`config.mk`:
```
export PLATFORM = sky130hd
export DESIGN_NAME = ram0_arbiter_flat
export DESIGN_NICKNAME = d
export VERILOG_FILES = /design/src/rtl/ram_arb_pkg.sv /design/src/rtl/ram0_arbiter_if.sv /design/src/rtl/ram_arb_rr.sv /design/src/rtl/ram0_arbiter.sv /design/src/flat_wrapper.sv
export SDC_FILE = /design/constraint.sdc
export NUM_CORES = 1
export LEC_CHECK = 0
export CAP_MARGIN = 40
export CORE_UTILIZATION = 31
export DETAILED_ROUTE_END_ITERATION = 8
export PLACE_DENSITY_LB_ADDON = 0.15
export RECOVER_POWER = 100
export SYNTH_ARGS = -nofsm -noshare
export SYNTH_HDL_FRONTEND = slang
export SYNTH_HIERARCHICAL = 1
export SYNTH_SLANG_ARGS = --single-unit
export TNS_END_PERCENT = 20
```
`constraint.sdc`:
```
create_clock -name clk -period 1.61 [get_ports clk]
set_input_delay 0.2415 -clock clk [delete_from_list [all_inputs] [get_ports clk]]
set_output_delay 0.2415 -clock clk [all_outputs]
set_load 0.03 [all_outputs]
```
`src/rtl/ram_arb_pkg.sv`:
```
// Shared types and helpers for the ram0 two-port arbiter.
package ram_arb_pkg;

  // Default geometry; the arbiter modules take their own DWIDTH/AWIDTH parameters.
  localparam int unsigned DefDwidth = 32;
  localparam int unsigned DefAwidth = 12;
  localparam int unsigned NB        = DefDwidth / 8;

  typedef enum logic [2:0] {
    StIdle,
    StRd,
    StResp,
    StWr,
    StMerge
  } state_e;

  // One byte lane of a read-modify-write: keep the stored byte unless strobed.
  function automatic logic [7:0] byte_merge(input logic [7:0] old_b,
                                            input logic [7:0] new_b,
                                            input logic       strb);
    return strb ? new_b : old_b;
  endfunction

endpackage

```
`src/rtl/ram0_arbiter_if.sv`:
```
// Bus bundle between the two requesters, the arbiter and ram0.
// slave: the arbiter's view; master: the requesters' and RAM's view.
interface ram0_arbiter_if #(
  parameter int unsigned DWIDTH = 32,
  parameter int unsigned AWIDTH = 12
);
  localparam int unsigned NB = DWIDTH / 8;

  logic              p0_valid;
  logic [AWIDTH-1:0] p0_addr;
  logic [DWIDTH-1:0] p0_wdata;
  logic [NB-1:0]     p0_wstrb;
  logic              p0_ready;
  logic [DWIDTH-1:0] p0_rdata;

  logic              p1_valid;
  logic [AWIDTH-1:0] p1_addr;
  logic [DWIDTH-1:0] p1_wdata;
  logic [NB-1:0]     p1_wstrb;
  logic              p1_ready;
  logic [DWIDTH-1:0] p1_rdata;

  logic              ram_wren;
  logic [AWIDTH-1:0] ram_wraddr;
  logic [DWIDTH-1:0] ram_di;
  logic              ram_rden;
  logic [AWIDTH-1:0] ram_rdaddr;
  logic [DWIDTH-1:0] ram_do;

  modport slave (
    input  p0_valid, p0_addr, p0_wdata, p0_wstrb,
    output p0_ready, p0_rdata,
    input  p1_valid, p1_addr, p1_wdata, p1_wstrb,
    output p1_ready, p1_rdata,
    output ram_wren, ram_wraddr, ram_di, ram_rden, ram_rdaddr,
    input  ram_do
  );

  modport master (
    output p0_valid, p0_addr, p0_wdata, p0_wstrb,
    input  p0_ready, p0_rdata,
    output p1_valid, p1_addr, p1_wdata, p1_wstrb,
    input  p1_ready, p1_rdata,
    input  ram_wren, ram_wraddr, ram_di, ram_rden, ram_rdaddr,
    output ram_do
  );

endinterface

```
`src/rtl/ram_arb_rr.sv`:
```
// Two-way request picker.
// Build option RAM_ARB_FIXED_PRIO_EN: port 0 always wins a tie and `last` is ignored;
// otherwise a tie goes to the port that was not granted last.
module ram_arb_rr (
  input  logic [1:0] req,
  input  logic       last,
  output logic [1:0] gnt
);

`ifdef RAM_ARB_FIXED_PRIO_EN
  logic unused_last;
  assign unused_last = last;

  // Fixed priority: port 0 first.
  always_comb begin
    gnt = 2'b00;
    if (req[0])      gnt = 2'b01;
    else if (req[1]) gnt = 2'b10;
  end
`else
  // Round-robin: on a tie, the port other than `last` wins.
  always_comb begin
    gnt = 2'b00;
    case (req)
      2'b01:   gnt = 2'b01;
      2'b10:   gnt = 2'b10;
      2'b11:   gnt = last ? 2'b01 : 2'b10;
      default: gnt = 2'b00;
    endcase
  end
`endif

endmodule

```
`src/rtl/ram0_arbiter.sv`:
```
// Two-port arbiter/sequencer for the ram0 dual-port block RAM. Serialises port 0 and
// port 1 accesses; byte-strobed writes are done as read-modify-write since ram0 has no
// byte enables. Build option RAM_ARB_FIXED_PRIO_EN selects fixed priority (see ram_arb_rr).
module ram0_arbiter
  import ram_arb_pkg::*;
#(
  parameter int unsigned DWIDTH = 32,
  parameter int unsigned AWIDTH = 12
) (
  input  logic             clk,
  input  logic             reset,
  ram0_arbiter_if.slave    bus
);

  localparam int unsigned Nb = DWIDTH / 8;

  state_e            state_q, state_d;
  logic              port_q;
  logic              last_q;
  logic [AWIDTH-1:0] addr_q;
  logic [DWIDTH-1:0] wdata_q;
  logic [Nb-1:0]     wstrb_q;

  logic [1:0]        req;
  logic [1:0]        gnt;
  logic              grant;
  logic              gnt_port;
  logic [AWIDTH-1:0] sel_addr;
  logic [DWIDTH-1:0] sel_wdata;
  logic [Nb-1:0]     sel_wstrb;

  logic              ram_wren;
  logic              ram_rden;
  logic [DWIDTH-1:0] ram_di;
  logic [DWIDTH-1:0] merged;
  logic              done;
  logic              resp;

  assign req = {bus.p1_valid, bus.p0_valid};

  ram_arb_rr u_rr (
    .req  (req),
    .last (last_q),
    .gnt  (gnt)
  );

  // Arbitration result is only acted on while idle.
  assign grant     = (state_q == StIdle) && (gnt != 2'b00);
  assign gnt_port  = gnt[1];
  assign sel_addr  = gnt_port ? bus.p1_addr  : bus.p0_addr;
  assign sel_wdata = gnt_port ? bus.p1_wdata : bus.p0_wdata;
  assign sel_wstrb = gnt_port ? bus.p1_wstrb : bus.p0_wstrb;

  // State register and request latch; request fields are captured only at grant.
  always_ff @(posedge clk or posedge reset) begin
    if (reset) begin
      state_q <= StIdle;
      port_q  <= 1'b0;
      last_q  <= 1'b1;
      addr_q  <= '0;
      wdata_q <= '0;
      wstrb_q <= '0;
    end else begin
      state_q <= state_d;
      if (grant) begin
        port_q  <= gnt_port;
        last_q  <= gnt_port;
        addr_q  <= sel_addr;
        wdata_q <= sel_wdata;
        wstrb_q <= sel_wstrb;
      end
    end
  end

  // Next-state: full writes go straight to WR; reads and partial writes read first.
  always_comb begin
    state_d = state_q;
    case (state_q)
      StIdle: begin
        if (grant) state_d = (&sel_wstrb) ? StWr : StRd;
      end
      StRd:    state_d = (wstrb_q == '0) ? StResp : StMerge;
      StResp:  state_d = StIdle;
      StWr:    state_d = StIdle;
      StMerge: state_d = StIdle;
      default: state_d = StIdle;
    endcase
  end

  // RAM strobes, write data and completion, decoded from the current state.
  always_comb begin
    ram_wren = 1'b0;
    ram_rden = 1'b0;
    ram_di   = '0;
    done     = 1'b0;
    resp     = 1'b0;
    merged   = '0;
    for (int b = 0; b < Nb; b++) begin
      merged[8*b +: 8] = byte_merge(bus.ram_do[8*b +: 8], wdata_q[8*b +: 8], wstrb_q[b]);
    end
    case (state_q)
      StWr: begin
        ram_wren = 1'b1;
        ram_di   = wdata_q;
        done     = 1'b1;
      end
      StRd: begin
        ram_rden = 1'b1;
      end
      StResp: begin
        done = 1'b1;
        resp = 1'b1;
      end
      StMerge: begin
        ram_wren = 1'b1;
        ram_di   = merged;
        done     = 1'b1;
      end
      default: ;
    endcase
  end

  assign bus.ram_wren   = ram_wren;
  assign bus.ram_rden   = ram_rden;
  assign bus.ram_di     = ram_di;
  assign bus.ram_wraddr = addr_q;
  assign bus.ram_rdaddr = addr_q;

  // Only the port that owns the in-flight request sees ready/rdata.
  assign bus.p0_ready = done & ~port_q;
  assign bus.p1_ready = done & port_q;
  assign bus.p0_rdata = (resp && !port_q) ? bus.ram_do : '0;
  assign bus.p1_rdata = (resp && port_q)  ? bus.ram_do : '0;

endmodule

```
`src/flat_wrapper.sv`:
```
// flat-port wrapper written by rule: the top's interface ports become plain ports
module ram0_arbiter_flat import ram_arb_pkg::*;
#(
  parameter int unsigned DWIDTH = 32,
  parameter int unsigned AWIDTH = 12
)
  (clk, reset, bus_p0_valid, bus_p0_addr, bus_p0_wdata, bus_p0_wstrb, bus_p0_ready, bus_p0_rdata, bus_p1_valid, bus_p1_addr, bus_p1_wdata, bus_p1_wstrb, bus_p1_ready, bus_p1_rdata, bus_ram_wren, bus_ram_wraddr, bus_ram_di, bus_ram_rden, bus_ram_rdaddr, bus_ram_do);
  ram0_arbiter_if #(.DWIDTH(DWIDTH), .AWIDTH(AWIDTH)) bus_i ();
  input  logic clk;
  input  logic reset;
  input wire logic [$bits(bus_i.p0_valid)-1:0] bus_p0_valid;
  input wire logic [$bits(bus_i.p0_addr)-1:0] bus_p0_addr;
  input wire logic [$bits(bus_i.p0_wdata)-1:0] bus_p0_wdata;
  input wire logic [$bits(bus_i.p0_wstrb)-1:0] bus_p0_wstrb;
  output wire logic [$bits(bus_i.p0_ready)-1:0] bus_p0_ready;
  output wire logic [$bits(bus_i.p0_rdata)-1:0] bus_p0_rdata;
  input wire logic [$bits(bus_i.p1_valid)-1:0] bus_p1_valid;
  input wire logic [$bits(bus_i.p1_addr)-1:0] bus_p1_addr;
  input wire logic [$bits(bus_i.p1_wdata)-1:0] bus_p1_wdata;
  input wire logic [$bits(bus_i.p1_wstrb)-1:0] bus_p1_wstrb;
  output wire logic [$bits(bus_i.p1_ready)-1:0] bus_p1_ready;
  output wire logic [$bits(bus_i.p1_rdata)-1:0] bus_p1_rdata;
  output wire logic [$bits(bus_i.ram_wren)-1:0] bus_ram_wren;
  output wire logic [$bits(bus_i.ram_wraddr)-1:0] bus_ram_wraddr;
  output wire logic [$bits(bus_i.ram_di)-1:0] bus_ram_di;
  output wire logic [$bits(bus_i.ram_rden)-1:0] bus_ram_rden;
  output wire logic [$bits(bus_i.ram_rdaddr)-1:0] bus_ram_rdaddr;
  input wire logic [$bits(bus_i.ram_do)-1:0] bus_ram_do;
  assign bus_i.p0_valid = bus_p0_valid;
  assign bus_i.p0_addr = bus_p0_addr;
  assign bus_i.p0_wdata = bus_p0_wdata;
  assign bus_i.p0_wstrb = bus_p0_wstrb;
  assign bus_p0_ready = bus_i.p0_ready;
  assign bus_p0_rdata = bus_i.p0_rdata;
  assign bus_i.p1_valid = bus_p1_valid;
  assign bus_i.p1_addr = bus_p1_addr;
  assign bus_i.p1_wdata = bus_p1_wdata;
  assign bus_i.p1_wstrb = bus_p1_wstrb;
  assign bus_p1_ready = bus_i.p1_ready;
  assign bus_p1_rdata = bus_i.p1_rdata;
  assign bus_ram_wren = bus_i.ram_wren;
  assign bus_ram_wraddr = bus_i.ram_wraddr;
  assign bus_ram_di = bus_i.ram_di;
  assign bus_ram_rden = bus_i.ram_rden;
  assign bus_ram_rdaddr = bus_i.ram_rdaddr;
  assign bus_i.ram_do = bus_ram_do;
  ram0_arbiter #(.DWIDTH(DWIDTH), .AWIDTH(AWIDTH)) u_core (.clk(clk), .reset(reset), .bus(bus_i));
endmodule
```
==> run metrics, run 1 <==
status finished, violations left; failing checks negative setup slack; Pre-antenna DRT Iters 4; maximum number of pins on one net before global-route repair 39; Yosys cell types 28; Slew headroom 55.9%; min Tclk post-route approximately 2 ns; CP max stage cell dfrtp_1; Placement Cell Area around 6000 sq um; FF+latch area about 1300 sq um; Required @ worst endpoint approximately 1.4 ns; Worst path max stage delay 0.41 ns; Reg-to-Reg End u_core/wdata_q[18]; Worst Hold Class in2async; Rows 37; Antenna diodes 0; clk slew on worst S/H paths 0.09 ns; clock latency on the worst-skew pair 0.30 ns; Syn-to-layout area delta 90.1%; ANT nets after route 0; CTS tree yes; internal reg-to-reg setup slack -0.25 ns; TritonCTS buffer count 5; asr flop ratio synth 100%; commonest non-fill, non-tap cell in the layout clkdlybuf4s50_1; setup slack after layout -0.384 ns; post-route cell area between 6000 and 7000 sq um; CP arrival ~1.8 ns; DR vias between 3000 and 4000; Final nets 760; IO Pins 256; fillers around 930; Setup crit start kind flop; WL per Instance approximately 15 um; Buf/Inv on CP 3; starting density of the core between 30% and 40%; RSZ-0062 raised after global routing true; Port Buffers between 200 and 300; CP Launch Point u_core/state_q[2]; Syn. warnings 6; H-tree levels 2; synthesized area between 3000 and 4000 sq um; Tcrit/Tclk final 124%; Post-Place Cells approximately 750; final wirelength around 11000 um; die height 106 um; R2R depth 7; initial antenna violation count 0; cell mode on critical path buf_4; die area ~11000 sq um; Setup CP Type reg2out; die width around 110 um; hold slack about 0.32 ns; CP Depth 6; GR Util All Layers between 15 and 20%; gpl congestion ~0.78; # hold bufs at CTS 0; CTS max path bufs 2; layout cells sized above 1 ~29%; Top FF cell, synth dfrtp_1; EDFF count, synth 0; number of max-cap violations 0; total grt overflow 0; Post-Layout Cell Count 765; synthesized area per cell around 9.1 sq um; family with the most delay on the worst path simple AND/OR/NAND/NOR gates; core area roughly 10000 sq um; Leak just under 3 nW; CTS sink cnt 53; DR iter-0 viols 134; Final Hold Viols 0; Max Transition Viols Final 0; Detailed Place HPWL 8690 um; first-pass GRT wire length ~17000 um; Post-route DRC 0; post-synthesis sequential area ratio 39.5%; DR vias/cell 4.73; PwrDens 1410 nW/um^2; FF-to-FF Start u_core/state_q[2]; flop and latch count out of synthesis 53; syn nets 501; Max VDD drop about 0.81 mV; Setup crit end kind primary output; clock tree root buffer cell clkbuf_8; Max FO, Critical Path 10; crit path cell chain and2b_2, nor3b_4, buf_4, buf_16, and2_1, buf_4; area of the multi-input gates 1930 sq um; fmax 502 MHz; vias in the first global route ~3600; Synth Instances approximately 370; final clock skew between 0.009 and 0.01 ns; measured slew at the worst slew-check pin between 0.6 and 0.7 ns; setup violators final 150; commonest cells after routing, fill and taps aside clkdlybuf4s50_1, buf_4, buf_6
[final cells by class]
| class | count | area share, % |
|---|---|---|
| well taps | 136 | 2.67 |
| repair buffers | 287 | 44.6 |
| clock buffers | 6 | 1.14 |
| clock inverters | 2 | 0.549 |
| inverters | 2 | 0.118 |
| multi-input cells | 279 | 30.2 |
| flip-flops and latches | 53 | 20.8 |
[cell usage after synthesis (2+ instances only)]
library cell | n | area, sq um
nor2b_1 | 2 | 12.5
and2_1 | 64 | 400
inv_1 | 2 | 7.51
nor3b_1 | 2 | 15.0
a21oi_1 | 47 | 235
nor2_1 | 55 | 206
nand2_1 | 13 | 48.8
nand3_1 | 2 | 10.0
a22o_1 | 35 | 307
buf_2 | 7 | 35.0
dfrtp_1 | 52 | 1300
clkbuf_1 | 6 | 22.5
buf_4 | 21 | 158
mux2i_1 | 47 | 470
[timing repair]
item	4_1_cts	5_1_grt
resized for setup	80	53
buffers inserted	4	0
pin swaps	11	12
setup endpoints to repair	124	148
gates cloned	1	0
[flip-flops by register name, indices dropped and copies added (netlist names)]
signal and flops:
u_core/port_q 1, u_core/wstrb_q 4, u_core/state_q 3, u_core/last_q 1, u_core/wdata_q 32, u_core/bus.ram_rdaddr 12
[layer usage]
metal	wire, um	share of wire, %	vias to the layer above	track usage, %
li1	-	-	1785	-
met2	6060	53	150	38.0
met1	4450	39	1677	20.8
met3	805	7.0	8	4.11
met5	0	0	-	0
met4	117	1.0	0	4.96
[kinds of logic (layout without fill, tap and decap cells)]
| family | count (synthesis) | in the layout | synth area share (%) |
|---|---|---|---|
| simple gates | 145 | 145 | 22.4 |
| buf+inv | 37 | 297 | 6.97 |
| mux | 47 | 47 | 14.0 |
| compound gates | 87 | 87 | 17.1 |
| flops | 53 | 53 | 39.5 |
[worst max path at each step]
stage | slack, ns | endpoint
final | -0.38 | bus_p0_rdata[9]
after global routing | -0.48 | bus_p0_rdata[9]
after CTS | -0.37 | bus_p0_rdata[10]
after detailed placement | -0.18 | u_core/bus.ram_rdaddr[9]
after global placement | -0.11 | u_core/wdata_q[30]
after floorplan | -0.03 | bus_p0_rdata[10]
[stage by stage]
| stage | util [%] | setup TNS, ns | setup slack [ns] | power [mW] |
|---|---|---|---|---|
| 2_1_floorplan | - | -0.774 | -0.0258 | 6.06 |
| 3_3_place_gp | 57.0 | -5.73 | -0.107 | 8.11 |
| 3_5_place_dp | 57.0 | -9.45 | -0.182 | 8.21 |
| 4_1_cts | 60.1 | -32.14 | -0.370 | 9.06 |
| 5_1_grt | 61.3 | -57.53 | -0.482 | 9.59 |
| 6_report | 61.3 | -42.61 | -0.384 | 9.00 |
[power breakdown]
part | switching (mW) | internal, mW | total (mW)
registers | 0.478 | 2.01 | 2.48
logic | 3.23 | 2.40 | 5.63
clock network | 0.420 | 0.462 | 0.882
(Power assumes the default switching activity.)
==> run 2: changes to the inputs <==
Settings changed: SLEW_MARGIN from default to 10.
==> results of run 2 <==
The final DEF is identical to that of run 1; final timing and power are the same.
==> run 3: changes to the inputs <==
Settings changed: PLACE_DENSITY from default to 0.84, PLACE_DENSITY_LB_ADDON 0.15 to default.
==> run metrics, run 3 (synthesis results as in run 1) <==
IO Pins 256 (unchanged); vias in the first global route 3857 (was 3635); Final nets 759 (was 760); post-route cell area 6450 sq um (was 6380 sq um); Pre-antenna DRT Iters 5 (was 4); Syn-to-layout area delta 92.2% (was 90.1%); total grt overflow 0 (unchanged); die height 106 um (unchanged); GR Util All Layers 21.1% (was 19.4%); Tcrit/Tclk final 125% (was 124%); maximum number of pins on one net before global-route repair 41 (was 39); Max VDD drop 0.891 mV (was 0.813 mV); starting density of the core 32.2% (unchanged); die width 106 um (unchanged); FF-to-FF Start u_core/state_q[1] (was u_core/state_q[2]); DRT met1 WL 4500 um (was 4450 um); WL per Instance 16.0 um (was 15.0 um); setup slack after layout -0.406 ns (was -0.384 ns); Buf/Inv on CP 3 (unchanged); Final Hold Viols 0 (unchanged); Post-route DRC 0 (unchanged); setup violators final 141 (was 150); ANT nets after route 0 (unchanged); status finished, violations left (unchanged); Placement Cell Area 5940 sq um (unchanged); family with the most delay on the worst path simple AND/OR/NAND/NOR gates (unchanged); Worst path max stage delay 0.40 ns (was 0.41 ns); WL met3 817 um (was 805 um); Detailed Place HPWL 9550 um (was 8690 um); min Tclk post-route 2.02 ns (was 1.99 ns); measured slew at the worst slew-check pin 0.725 ns (was 0.661 ns); Antenna diodes 0 (unchanged); clock tree root buffer cell clkbuf_8 (unchanged); Largest Register u_core/wdata_q (unchanged); CP arrival 1.77 ns (was 1.75 ns); final clock skew 0.00599 ns (was 0.00983 ns); CTS max path bufs 2 (unchanged); first-pass GRT wire length 18800 um (was 17400 um); hold slack 0.490 ns (was 0.321 ns); net load switching power 4.31 mW (was 4.12 mW); cell mode on critical path buf_6 (was buf_4); DR iter-0 viols 137 (was 134); fin util 62.0% (was 61.3%); Max FO, Critical Path 32 (was 10); RSZ-0062 raised after global routing true (unchanged); CTS sink cnt 53 (unchanged); internal power 5.02 mW (was 4.87 mW); Slew headroom 51.6% (was 55.9%); initial antenna violation count 0 (unchanged); PwrDens 1450 nW/um^2 (was 1410 nW/um^2); final wirelength 12200 um (was 11400 um); Leak 2.88 nW (was 2.90 nW); Setup CP Type reg2out (unchanged); met2 WL 6620 um (was 6060 um); die area 11300 sq um (unchanged); max reg flops 32 (unchanged); DR vias/cell 4.89 (was 4.73); fmax 496 MHz (was 502 MHz); gpl congestion 0.810 (was 0.781); commonest cells after routing, fill and taps aside clkdlybuf4s50_1, buf_6, and2_1 (was clkdlybuf4s50_1, buf_4, buf_6); crit path cell chain and2b_2, buf_6, and3b_2, buf_12, and2_1, buf_6 (was and2b_2, nor3b_4, buf_4, buf_16, and2_1, buf_4); DR vias 3733 (was 3620); layout cells sized above 1 26.0% (was 29.3%); clk slew on worst S/H paths 0.10 ns (was 0.09 ns); TritonCTS buffer count 5 (unchanged); Max Transition Viols Final 0 (unchanged); number of max-cap violations 0 (unchanged); overall power 9.33 mW (was 9.00 mW); Setup crit end kind primary output (unchanged); core area 10400 sq um (unchanged); CTS tree yes (unchanged); Rows 37 (unchanged); share of power burned in the clock network 9.9% (was 9.8%); failing checks negative setup slack (unchanged); Sw Ratio 46.2% (was 45.8%); Port Buffers 255 (unchanged); clock latency on the worst-skew pair 0.31 ns (was 0.30 ns); H-tree levels 2 (unchanged); Seq pwr share 27.0% (was 27.6%); Max Used Layer met4 (unchanged); commonest non-fill, non-tap cell in the layout clkdlybuf4s50_1 (unchanged); Required @ worst endpoint 1.37 ns (about the same); setup TNS -35.50 ns (was -42.61 ns); Worst Hold Class in2async (unchanged); CP Launch Point u_core/state_q[1] (was u_core/state_q[2]); CP max stage cell dfrtp_1 (unchanged); Logic pwr share 63.1% (was 62.6%); Setup crit start kind flop (unchanged)
## run 3: worst paths after layout
path	endpoint	cells after the start	slack [ns]
worst max-delay path	bus_p1_rdata[23]	6	-0.41
worst min-delay path	u_core/wdata_q[28]	2	0.49
worst max register to register	u_core/wdata_q[4]	8	-0.08
worst min register to register	u_core/wdata_q[9]	2	0.54
max in group asynchronous	u_core/wdata_q[9]	3	0.17
min in group clk	u_core/wstrb_q[0]	3	0.53
## run 3: power by group through the flow
stage,registers [mW],clock network [mW],logic (mW)
after floorplan,2.67,0,3.39
after global placement,2.49,0,5.60
after detailed placement,2.52,0,5.71
after CTS,2.51,0.956,5.71
after global routing,2.61,1.03,6.27
final,2.52,0.924,5.88
## run 3: per-stage QoR
step,worst slack (ns),instances
after detailed placement,-0.194,752
final,-0.406,764
after global routing,-0.466,764
after CTS,-0.434,763
after floorplan,-0.0258,369
after global placement,-0.116,752
## run 3: what timing repair did
| action | 4_1_cts | 5_1_grt |
|---|---|---|
| endpoints found under the setup margin | 126 | 149 |
| hold buffers | 0 | 0 |
| hold endpoints to repair | 0 | 0 |
| setup buffers | 3 | 1 |
| resized for setup | 111 | 32 |
| pin swaps | 4 | 14 |
## run 3: area by class of cell
cell class	count	area (sq um)
fill	854	3960
timing repair buffer	286	2920
multi-input combinational	279	1920
sequential	53	1330
tap	136	170
clock buffer	5	68.8
clock inverter	3	43.8
inverter	2	7.51
## run 3: routing by layer
layer	GRT usage, %	vias up
li1	-	1777
met1	22.6	1758
met2	41.1	176
met3	4.41	22
met4	6.45	0
met5	0	-
